File: src/rtl/sccb_pkg.sv
// Shared types and constants for the SCCB target: FSM encoding, bus constants
// and the default glitch-filter length.
package sccb_pkg;

  typedef enum logic [3:0] {
    ST_IDLE      = 4'd0,
    ST_DEV_ID    = 4'd1,
    ST_ACK_ID    = 4'd2,
    ST_SUB_ADDR  = 4'd3,
    ST_ACK_SUB   = 4'd4,
    ST_WR_DATA   = 4'd5,
    ST_ACK_DATA  = 4'd6,
    ST_RD_DATA   = 4'd7,
    ST_RD_NA     = 4'd8,
    ST_WAIT_STOP = 4'd9
  } sccb_tgt_state_t;

  localparam logic        SCCB_ACK       = 1'b0;
  localparam logic [3:0]  SCCB_BYTE_BITS = 4'd8;
  localparam int unsigned SCCB_FILT_LEN  = 3;

  function automatic logic is_ack_state(input sccb_tgt_state_t s);
    return (s == ST_ACK_ID) || (s == ST_ACK_SUB) || (s == ST_ACK_DATA);
  endfunction

endpackage

File: src/rtl/sccb_line_filter.sv
// One bus line: 2-FF synchronizer, FILT_LEN-sample glitch filter, edge detect.
// o_q, o_rise and o_fall update together, 2+FILT_LEN cycles after the pad.
module sccb_line_filter
  import sccb_pkg::*;
#(
  parameter int unsigned FILT_LEN = SCCB_FILT_LEN
) (
  input  logic i_clk,
  input  logic i_rstn,
  input  logic i_d,
  output logic o_q,
  output logic o_rise,
  output logic o_fall
);

  localparam int unsigned CW = (FILT_LEN > 1) ? $clog2(FILT_LEN) : 1;
  localparam logic [CW-1:0] CNT_LAST = CW'(FILT_LEN - 1);

  logic          sync1_q, sync2_q;
  logic          filt_q, filt_d;
  logic          rise_q, rise_d;
  logic          fall_q, fall_d;
  logic [CW-1:0] cnt_q, cnt_d;

  // The filtered level only moves after FILT_LEN consecutive differing samples.
  always_comb begin
    filt_d = filt_q;
    cnt_d  = '0;
    if (sync2_q != filt_q) begin
      if (cnt_q == CNT_LAST) begin
        filt_d = sync2_q;
      end else begin
        cnt_d = cnt_q + 1'b1;
      end
    end
    rise_d = filt_d & ~filt_q;
    fall_d = ~filt_d & filt_q;
  end

  // Lines idle high, so reset to 1 to avoid phantom edges after reset.
  always_ff @(posedge i_clk or negedge i_rstn) begin
    if (!i_rstn) begin
      sync1_q <= 1'b1;
      sync2_q <= 1'b1;
      filt_q  <= 1'b1;
      cnt_q   <= '0;
      rise_q  <= 1'b0;
      fall_q  <= 1'b0;
    end else begin
      sync1_q <= i_d;
      sync2_q <= sync1_q;
      filt_q  <= filt_d;
      cnt_q   <= cnt_d;
      rise_q  <= rise_d;
      fall_q  <= fall_d;
    end
  end

  assign o_q    = filt_q;
  assign o_rise = rise_q;
  assign o_fall = fall_q;

endmodule

File: src/rtl/sccb_target.sv
// SCCB target: decodes 3-phase writes and 2-phase write + 2-phase read on
// oversampled SIOC/SIOD and presents them on a parallel register port.
module sccb_target
  import sccb_pkg::*;
#(
  parameter int unsigned CLK_F    = 100_000_000,
  parameter int unsigned SCCB_F   = 400_000,
  parameter logic [7:0]  DEV_ID   = 8'h42,
  parameter int unsigned FILT_LEN = SCCB_FILT_LEN
) (
  input  logic       i_clk,
  input  logic       i_rstn,
  input  logic       i_sioc,
  input  logic       i_siod,
  output logic       o_siod_oe,
  output logic       o_wr_en,
  output logic [7:0] o_wr_addr,
  output logic [7:0] o_wr_data,
  output logic [7:0] o_rd_addr,
  input  logic [7:0] i_rd_data,
  output logic       o_busy,
  output logic       o_err
);

  localparam logic [7:0] RD_ID = DEV_ID | 8'h01;

  logic scl_q, scl_rise, scl_fall;
  logic sda_q, sda_rise, sda_fall;

  sccb_line_filter #(.FILT_LEN(FILT_LEN)) u_scl_filt (
    .i_clk  (i_clk),
    .i_rstn (i_rstn),
    .i_d    (i_sioc),
    .o_q    (scl_q),
    .o_rise (scl_rise),
    .o_fall (scl_fall)
  );

  sccb_line_filter #(.FILT_LEN(FILT_LEN)) u_sda_filt (
    .i_clk  (i_clk),
    .i_rstn (i_rstn),
    .i_d    (i_siod),
    .o_q    (sda_q),
    .o_rise (sda_rise),
    .o_fall (sda_fall)
  );

  sccb_tgt_state_t state_q, state_d;
  logic [3:0] bit_cnt_q, bit_cnt_d;
  logic [7:0] sr_q, sr_d;
  logic [7:0] rd_addr_q, rd_addr_d;
  logic [7:0] rd_data_q, rd_data_d;
  logic       is_rd_q, is_rd_d;
  logic       pend_q, pend_d;
  logic       oe_q, oe_d;
  logic       wr_en_q, wr_en_d;
  logic [7:0] wr_addr_q, wr_addr_d;
  logic [7:0] wr_data_q, wr_data_d;
  logic       err_q, err_d;

  logic       start, stop, ack_st, mid_byte, last_bit;
  logic [7:0] rx_byte;
  logic [2:0] rd_bit_idx;

  // SIOC edge is taken as happening first, so its post-edge level qualifies SIOD edges.
  assign start = sda_fall & scl_q;
  assign stop  = sda_rise & scl_q;

  // pend_q marks an SCL high period whose bit may still turn into a START/STOP;
  // that bit does not make the byte "started".
  assign mid_byte   = bit_cnt_q > {3'b000, pend_q};
  assign ack_st     = is_ack_state(state_q);
  assign last_bit   = bit_cnt_q == (SCCB_BYTE_BITS - 4'd1);
  assign rx_byte    = {sr_q[6:0], sda_q};
  assign rd_bit_idx = 3'(SCCB_BYTE_BITS - 4'd1 - bit_cnt_q);

  always_comb begin
    state_d   = state_q;
    bit_cnt_d = bit_cnt_q;
    sr_d      = sr_q;
    rd_addr_d = rd_addr_q;
    rd_data_d = rd_data_q;
    is_rd_d   = is_rd_q;
    pend_d    = pend_q;
    oe_d      = oe_q;
    wr_en_d   = 1'b0;
    wr_addr_d = wr_addr_q;
    wr_data_d = wr_data_q;
    err_d     = 1'b0;

    if (scl_rise) begin
      pend_d = 1'b1;
    end else if (scl_fall) begin
      pend_d = 1'b0;
    end

    if (start) begin
      err_d     = mid_byte | ack_st;
      state_d   = ST_DEV_ID;
      bit_cnt_d = '0;
      oe_d      = 1'b0;
      pend_d    = 1'b0;
    end else if (stop) begin
      err_d     = mid_byte & ~ack_st;
      state_d   = ST_IDLE;
      bit_cnt_d = '0;
      oe_d      = 1'b0;
      pend_d    = 1'b0;
    end else begin
      case (state_q)
        ST_DEV_ID, ST_SUB_ADDR, ST_WR_DATA: begin
          if (scl_rise) begin
            sr_d      = rx_byte;
            bit_cnt_d = bit_cnt_q + 4'd1;
            if (last_bit) begin
              if (state_q == ST_DEV_ID) begin
                if (rx_byte == DEV_ID) begin
                  is_rd_d = 1'b0;
                  state_d = ST_ACK_ID;
                end else if (rx_byte == RD_ID) begin
                  is_rd_d = 1'b1;
                  state_d = ST_ACK_ID;
                end else begin
                  err_d     = 1'b1;
                  state_d   = ST_WAIT_STOP;
                  bit_cnt_d = '0;
                end
              end else if (state_q == ST_SUB_ADDR) begin
                rd_addr_d = rx_byte;
                state_d   = ST_ACK_SUB;
              end else begin
                wr_en_d   = 1'b1;
                wr_addr_d = rd_addr_q;
                wr_data_d = rx_byte;
                state_d   = ST_ACK_DATA;
              end
            end
          end
        end

        // First fall opens the ACK slot, the second one closes it.
        ST_ACK_ID, ST_ACK_SUB, ST_ACK_DATA: begin
          if (scl_fall) begin
            if (!oe_q) begin
              oe_d = ~SCCB_ACK;
            end else begin
              oe_d      = 1'b0;
              bit_cnt_d = '0;
              if (state_q == ST_ACK_ID) begin
                if (is_rd_q) begin
                  state_d   = ST_RD_DATA;
                  rd_data_d = i_rd_data;
                  oe_d      = ~i_rd_data[7];
                  bit_cnt_d = 4'd1;
                end else begin
                  state_d = ST_SUB_ADDR;
                end
              end else if (state_q == ST_ACK_SUB) begin
                state_d = ST_WR_DATA;
              end else begin
                state_d = ST_WAIT_STOP;
              end
            end
          end
        end

        // bit_cnt_q counts bits already presented on the bus.
        ST_RD_DATA: begin
          if (scl_fall) begin
            if (bit_cnt_q == SCCB_BYTE_BITS) begin
              oe_d      = 1'b0;
              bit_cnt_d = '0;
              state_d   = ST_RD_NA;
            end else begin
              oe_d      = ~rd_data_q[rd_bit_idx];
              bit_cnt_d = bit_cnt_q + 4'd1;
            end
          end
        end

        ST_RD_NA: begin
          if (scl_rise) begin
            state_d = ST_WAIT_STOP;
          end
        end

        ST_WAIT_STOP: begin
          oe_d = 1'b0;
        end

        default: begin
          state_d   = ST_IDLE;
          bit_cnt_d = '0;
          oe_d      = 1'b0;
        end
      endcase
    end
  end

  always_ff @(posedge i_clk or negedge i_rstn) begin
    if (!i_rstn) begin
      state_q   <= ST_IDLE;
      bit_cnt_q <= '0;
      sr_q      <= '0;
      rd_addr_q <= '0;
      rd_data_q <= '0;
      is_rd_q   <= 1'b0;
      pend_q    <= 1'b0;
      oe_q      <= 1'b0;
      wr_en_q   <= 1'b0;
      wr_addr_q <= '0;
      wr_data_q <= '0;
      err_q     <= 1'b0;
    end else begin
      state_q   <= state_d;
      bit_cnt_q <= bit_cnt_d;
      sr_q      <= sr_d;
      rd_addr_q <= rd_addr_d;
      rd_data_q <= rd_data_d;
      is_rd_q   <= is_rd_d;
      pend_q    <= pend_d;
      oe_q      <= oe_d;
      wr_en_q   <= wr_en_d;
      wr_addr_q <= wr_addr_d;
      wr_data_q <= wr_data_d;
      err_q     <= err_d;
    end
  end

  // Oversampling needs at least 16 system clocks per bus bit.
  assert property (@(posedge i_clk) disable iff (!i_rstn) CLK_F >= 16 * SCCB_F);

  assign o_siod_oe = oe_q;
  assign o_wr_en   = wr_en_q;
  assign o_wr_addr = wr_addr_q;
  assign o_wr_data = wr_data_q;
  assign o_rd_addr = rd_addr_q;
  assign o_busy    = state_q != ST_IDLE;
  assign o_err     = err_q;

endmodule
File: config.mk
export PLATFORM = sky130hd
export DESIGN_NAME = sccb_target
export DESIGN_NICKNAME = d
export VERILOG_FILES = /design/src/rtl/sccb_pkg.sv /design/src/rtl/sccb_line_filter.sv /design/src/rtl/sccb_target.sv
export SDC_FILE = /design/constraint.sdc
export NUM_CORES = 1
export LEC_CHECK = 0
export BUFFER_PORTS_ARGS = -buffer_cell sky130_fd_sc_hd__buf_2
export CAP_MARGIN = 40
export CORE_ASPECT_RATIO = 2
export CORE_UTILIZATION = 55
export CTS_CLUSTER_DIAMETER = 120
export DETAILED_ROUTE_END_ITERATION = 6
export PLACE_DENSITY = 0.76
export SYNTH_ARGS = -nofsm -noshare
export SYNTH_HDL_FRONTEND = slang
export SYNTH_SLANG_ARGS = --single-unit
File: constraint.sdc
create_clock -name i_clk -period 3.13 [get_ports i_clk]
set_input_delay 0 -clock i_clk [delete_from_list [all_inputs] [get_ports i_clk]]
set_output_delay 0 -clock i_clk [all_outputs]
set_load 0.005 [all_outputs]
==> results of run 1 <==
## registers in the layout (all words and copies together), names as in the netlist, 2 cells and up
signal,cells
u_sda_filt.cnt_q,2
sr_q,7
rd_data_q,8
state_q,4
o_wr_addr,8
bit_cnt_q,4
u_scl_filt.cnt_q,2
o_rd_addr,8
o_wr_data,8
## area by class of cell
type / count / area, um^2 / share of cell area
Sequential cell: 66 / 1660 / 0.451
Multi-Input combinational cell: 160 / 1340 / 0.366
Timing Repair Buffer: 54 / 355 / 0.0967
Clock buffer: 11 / 141 / 0.0385
Clock inverter: 5 / 77.6 / 0.0211
Tap cell: 60 / 75.1 / 0.0204
Inverter: 6 / 22.5 / 0.00613
## power by group through the flow
| stage | clock network (uW) | logic (uW) | registers [uW] |
|---|---|---|---|
| 6_report | 781 | 455 | 1080 |
| 5_1_grt | 832 | 514 | 1090 |
| 4_1_cts | 797 | 456 | 1080 |
| 3_5_place_dp | 0 | 445 | 1090 |
| 3_3_place_gp | 0 | 435 | 1090 |
| 2_1_floorplan | 0 | 359 | 1030 |
## placed cells by master, fill, tap and decap left out, drive strengths merged, types with 3 or more instances in the layout
master       instances
a211oi               3
a21oi                8
buf                 43
clkbuf              11
dfrtp               60
dfstp                6
dlygate4sd3         11
ha                   3
inv                  6
mux2                42
nand2               18
nand2b               3
nand3                7
nand3b               4
nand4                3
nor2                12
nor3                 8
nor3b                3
o211ai               3
o21ai               10
o31ai                3
or2                  3
## metrics by stage
| stage | hold WS (ns) | power, uW | worst slack [ns] | instance area (um^2) |
|---|---|---|---|---|
| 5_1_grt | 0.191 | 2440 | 0.860 | 3670 |
| 4_1_cts | 0.145 | 2330 | 0.994 | 3670 |
| 3_3_place_gp | 0.105 | 1520 | 1.05 | 3320 |
| 3_5_place_dp | -0.0130 | 1540 | 0.986 | 3350 |
| 2_1_floorplan | -0.296 | 1390 | 1.19 | 3090 |
| 6_report | 0.131 | 2310 | 1.02 | 3670 |
## kinds of logic (layout without fill, tap and decap cells)
kind of cell    count (synthesis)  in the layout
mux                            44             44
buf+inv                        13             76
xor+xnor                        2              2
simple gates                   69             69
flops                          66             66
compound gates                 42             42
fa+ha+maj                       3              3
## worst paths after layout
kind	slack [ns]	depth (start not counted)	end
max in group asynchronous	2.38	3	u_scl_filt.sync1_q
setup reg to reg	1.02	6	o_rd_addr[2]
hold / removal	0.13	2	rd_data_q[0]
min in group i_clk	0.29	2	u_sda_filt.sync1_q
hold reg to reg	0.36	0	u_sda_filt.sync2_q
setup / recovery	1.02	6	o_rd_addr[2]
## worst max-delay path: cells and delay by family (launching register included)
| family | cells | cell delay, ns |
|---|---|---|
| AND/OR/NAND/NOR | 4 | 0.81 |
| flip-flops | 1 | 0.50 |
| multiplexers | 1 | 0.39 |
| adder cells (fa/ha/maj) | 1 | 0.29 |
## metal layers
metal	part of all wire	wire length (um)
met3	0.034	208
met5	0	0
met4	0.048	295
met2	0.54	3290
met1	0.38	2330
## repair_timing
item                      in CTS  in global routing
hold buffers                  11                  0
hold endpoints to repair      49                  0
resized for setup              0                  0
setup buffers                  0                  0
==> results_dict.tcl, run 1 <==
set metrics [dict create \
    yosysWarnings 0 \
    syn_inst 239 \
    synth.most_common_cell "dfrtp_1" \
    setup_tns_ns 0 \
    powerDensity_nw_per_um2 629 \
    synthFlopType "dfrtp_1" \
    swShare 0.297 \
    end_kind "register" \
    crit_path_max_fanout 8 \
    avgSynthCellArea_um2 12.9 \
    clk_latency_ns 0.36 \
    hp-class "input pin to asynchronous set/reset pin" \
    chipHeight_um 108 \
    synth_compound_area_frac 0.0998 \
    yosysSeqAreaShare 0.538 \
    p_int_uw 1620 \
    clockBufferDepth 2 \
    final_util 0.678 \
    clkSinkCount 66 \
    slew_violations 0 \
    dpl.cell_count 335 \
    hpwl_um 4500 \
    clkSlewWorstSetupHoldPaths_ns 0.07 \
    synthArstFlopShare 1.00 \
    ant_nets 0 \
    synth.distinct_cells 60 \
    gp_congestion 0.966 \
    fillers 440 \
    via_per_inst 5.82 \
    die_w_um 55.0 \
    drc 0 \
    htree_levels 3 \
    met3_usage 0.0579 \
    crit_path_top_delay_cell "dfrtp_1" \
    hold_violations 0 \
    switching_power_uw 688 \
    max_stage_delay_ns 0.50 \
    grt_busiest_layer "met2" \
    placementRows 38 \
    numCtsBuffers 9 \
    max-cap-violations 0 \
    synth-seq-cells 66 \
    grtUsageTotal 0.241 \
    worst_pin_slew_ns 0.606 \
    layout-drive-gt1-share 0.417 \
    io_buffer_count 39 \
    met1_usage 0.263 \
    synth_area_leaders "dfrtp_1, mux2_2, dfstp_2, mux2_4, nand2_1" \
    synth_mux_area_frac 0.179 \
    crit_path_cell_trace "ha_1 > nand2_2 > nor2_4 > nand4_4 > nor3b_4 > mux2_2" \
    die-area_um2 5930 \
    grt_overflow 0 \
    regToRegStartpoint "bit_cnt_q[1]" \
    synth_edf_count 0 \
    synthXorXnorAreaFrac 0.00568 \
    max_freq_ghz 0.474 \
    cts_tree "done" \
    yosys-top-cells-count "dfrtp_1, mux2_2, nand2_1" \
    slew_headroom 0.593 \
    fin_nets 312 \
    netlist_area_um2 3090 \
    skew_ns 0.0122 \
    start_util 0.569 \
    grt.met2_usage 0.395 \
    first_pass_iters 5 \
    antenna_found_initial 0 \
    routed_wl_um 6130 \
    n_antenna_cell 0 \
    ioPinCount 40 \
    seqPwrFrac 0.466 \
    drt_iter0_drc 26 \
    setup_viol 0 \
    crit_arrival_ns 2.35 \
    grt_pass1_wl_um 9920 \
    yosysTopAreaCellShare 0.487 \
    clk_root_buffer_cell "clkbuf_8" \
    num_vias 2106 \
    synth-simple-area-share 0.139 \
    ir_worst_vdd_mv 0.549 \
    layout.cells.non_filler 362 \
    syn_to_final_growth_pct 19.1 \
    syn-num-nets 254 \
    critPathLaunch "bit_cnt_q[1]" \
    synthAdderAreaFrac 0.0122 \
    rsz0062_at_grt "no" \
    grt_pass1_vias 2151 \
    start_kind "register" \
    total_leakage_power_uw 0.00170 \
    status "complete, no violations" \
    wire_per_inst_um 16.9 \
    fin_crit_ns 2.11 \
    crit_required_ns 3.37 \
    synth_top_family_by_area "multiplexers" \
    fin_crit_sh 0.674 \
    core-area_um2 5420 \
    grt_max_degree 23 \
    critPathKind "register to register" \
    comb_power_share 0.197 \
    clkPwrFrac 0.338 \
    yosysTopAreaCell "dfrtp_1" \
]
Power figures use the tool's default switching activity.
==> inputs of run 2 (changes only) <==
--- a/config.mk
+++ b/config.mk
@@ -8,7 +8,7 @@
 export BUFFER_PORTS_ARGS = -buffer_cell sky130_fd_sc_hd__buf_2
 export CAP_MARGIN = 40
 export CORE_ASPECT_RATIO = 2
-export CORE_UTILIZATION = 55
+export CORE_UTILIZATION = 52
 export CTS_CLUSTER_DIAMETER = 120
 export DETAILED_ROUTE_END_ITERATION = 6
 export PLACE_DENSITY = 0.76
==> constraint.sdc (replaced) <==
create_clock -name i_clk -period 1.7 [get_ports i_clk]
set_input_delay 0 -clock i_clk [delete_from_list [all_inputs] [get_ports i_clk]]
set_output_delay 0 -clock i_clk [all_outputs]
set_load 0.005 [all_outputs]
==> results_dict.tcl, run 2 (same netlist as run 1, synthesis figures left out) <==
set metrics [dict create \
    io_buffer_count 39 \
    comb_power_share 0.276 \
    max-cap-violations 0 \
    die-area_um2 6260 \
    skew_ns 0.00619 \
    drt_iter0_drc 121 \
    rsz0062_at_grt "yes" \
    hold_violations 0 \
    grtUsageTotal 0.256 \
    chipHeight_um 111 \
    setup_viol 29 \
    final_common_cell "dfrtp_1" \
    start_util 0.540 \
    start_kind "register" \
    gp_congestion 0.954 \
    grt_pass1_vias 2457 \
    powerDensity_nw_per_um2 1220 \
    ioPinCount 40 \
    timing.final.ws_setup_ns -0.161 \
    seqPwrFrac 0.360 \
    clk_root_buffer_cell "clkbuf_16" \
    cts_tree "done" \
    status "finished, violations left" \
    grt_pass1_wl_um 11900 \
    drc 0 \
    numCtsBuffers 9 \
    hpwl_um 4950 \
    crit_required_ns 1.91 \
    slew_violations 0 \
    slew_headroom 0.736 \
    switching_power_uw 1560 \
    setup_tns_ns -3.37 \
    clk_latency_ns 0.33 \
    first_pass_iters 4 \
    die_w_um 56.5 \
    antenna_found_initial 0 \
    crit_path_top_delay_cell "dfrtp_1" \
    wire_per_inst_um 19.1 \
    clkSlewWorstSetupHoldPaths_ns 0.05 \
    num_vias 2352 \
    crit_path_cell_trace "buf_6 > ha_4 > nand2_2 > nor2_4 > nand4_4 > nor3_4 > buf_12 > clkbuf_16 > mux2_4" \
    grt_overflow 0 \
    fin_nets 352 \
    grt_max_degree 67 \
    ir_worst_vdd_mv 1.43 \
    placementRows 39 \
    clockBufferDepth 2 \
    syn_to_final_growth_pct 42.0 \
    critPathKind "register to register" \
    crit_path_max_fanout 8 \
    routed_wl_um 7700 \
    mostFrequentLayoutCells "dfrtp_1, buf_2, buf_4, mux2_2, mux2_4" \
    clkPwrFrac 0.364 \
    total_leakage_power_uw 0.00200 \
    violations "setup timing" \
    fin_crit_ns 1.86 \
    p_int_uw 3800 \
    layout.cells.non_filler 403 \
    n_antenna_cell 0 \
    htree_levels 3 \
    max_stage_delay_ns 0.38 \
    clkSinkCount 66 \
    worst_pin_slew_ns 0.393 \
    via_per_inst 5.84 \
    crit_arrival_ns 2.07 \
    end_kind "register" \
    fin_crit_sh 1.09 \
    core-area_um2 5710 \
    dpl.cell_count 365 \
    place_ws_ns -0.231 \
    max_freq_ghz 0.537 \
    swShare 0.291 \
    ant_nets 0 \
    hp-class "input pin to asynchronous set/reset pin" \
    layout-drive-gt1-share 0.541 \
]
-- run 2: metrics by stage --
stage | hold slack, ns | power [uW] | utilization | instance area (um^2)
4_1_cts | 0.223 | 5250 | 0.736 | 4200
5_1_grt | 0.264 | 5590 | 0.767 | 4380
3_3_place_gp | 0.0367 | 3020 | 0.635 | 3620
3_5_place_dp | 0.0412 | 3050 | 0.635 | 3620
2_1_floorplan | -0.296 | 2570 | - | 3120
6_report | 0.207 | 5360 | 0.767 | 4380
-- run 2: power by group through the flow --
| stage | Sequential, uW | Clock (uW) | Combinational, uW |
|---|---|---|---|
| floorplan | 1900 | 0 | 662 |
| global placement | 1930 | 0 | 1090 |
| detailed placement | 1940 | 0 | 1110 |
| CTS | 1920 | 1980 | 1350 |
| global route | 1950 | 2050 | 1590 |
| finish | 1930 | 1950 | 1480 |
-- run 2: timing repair --
action                                 CTS  global route
setup endpoints to repair               31            42
gates cloned                             0             2
pin swaps                                8            10
endpoints found under the hold margin   76             0
buffers inserted                         4             5
hold buffers                            11             0
resized for setup                       30            16
-- run 2: final timing paths --
path | from | to | slack, ns | cells after the start
max | bit_cnt_q[1] | o_wr_data[3] | -0.16 | 9
min | i_rstn | rd_data_q[1] | 0.21 | 3
max reg2reg | bit_cnt_q[1] | o_wr_data[3] | -0.16 | 9
min reg2reg | u_scl_filt.sync1_q | u_scl_filt.sync2_q | 0.35 | 0
max in group asynchronous | i_rstn | bit_cnt_q[0] | 1.18 | 3
min in group i_clk | i_sioc | u_scl_filt.sync1_q | 0.31 | 2
-- run 2: per-layer routing --
layer	global-route usage	vias up	part of all wire
met1	0.263	1175	0.36
met4	0.158	0	0.050
met3	0.0700	33	0.033
met5	0	-	0
met2	0.445	73	0.56
li1	-	1071	-
-- run 2: area by class of cell --
class                      instances  area, um^2
clock buffer                      14         254
clock inverter                     2        60.1
fill                             328        1330
inverter                           6        25.0
multi-input combinational        160        1560
sequential                        66        1660
tap                               61        76.3
timing repair buffer              94         748
-- run 2: critical path: cells and delay by family (launching register included) --
kind | cells | cell delay [ns]
and+or+nand+nor | 4 | 0.50
buffers and inverters | 3 | 0.43
DFF | 1 | 0.38
muxes | 1 | 0.30
adders and majority gates | 1 | 0.13
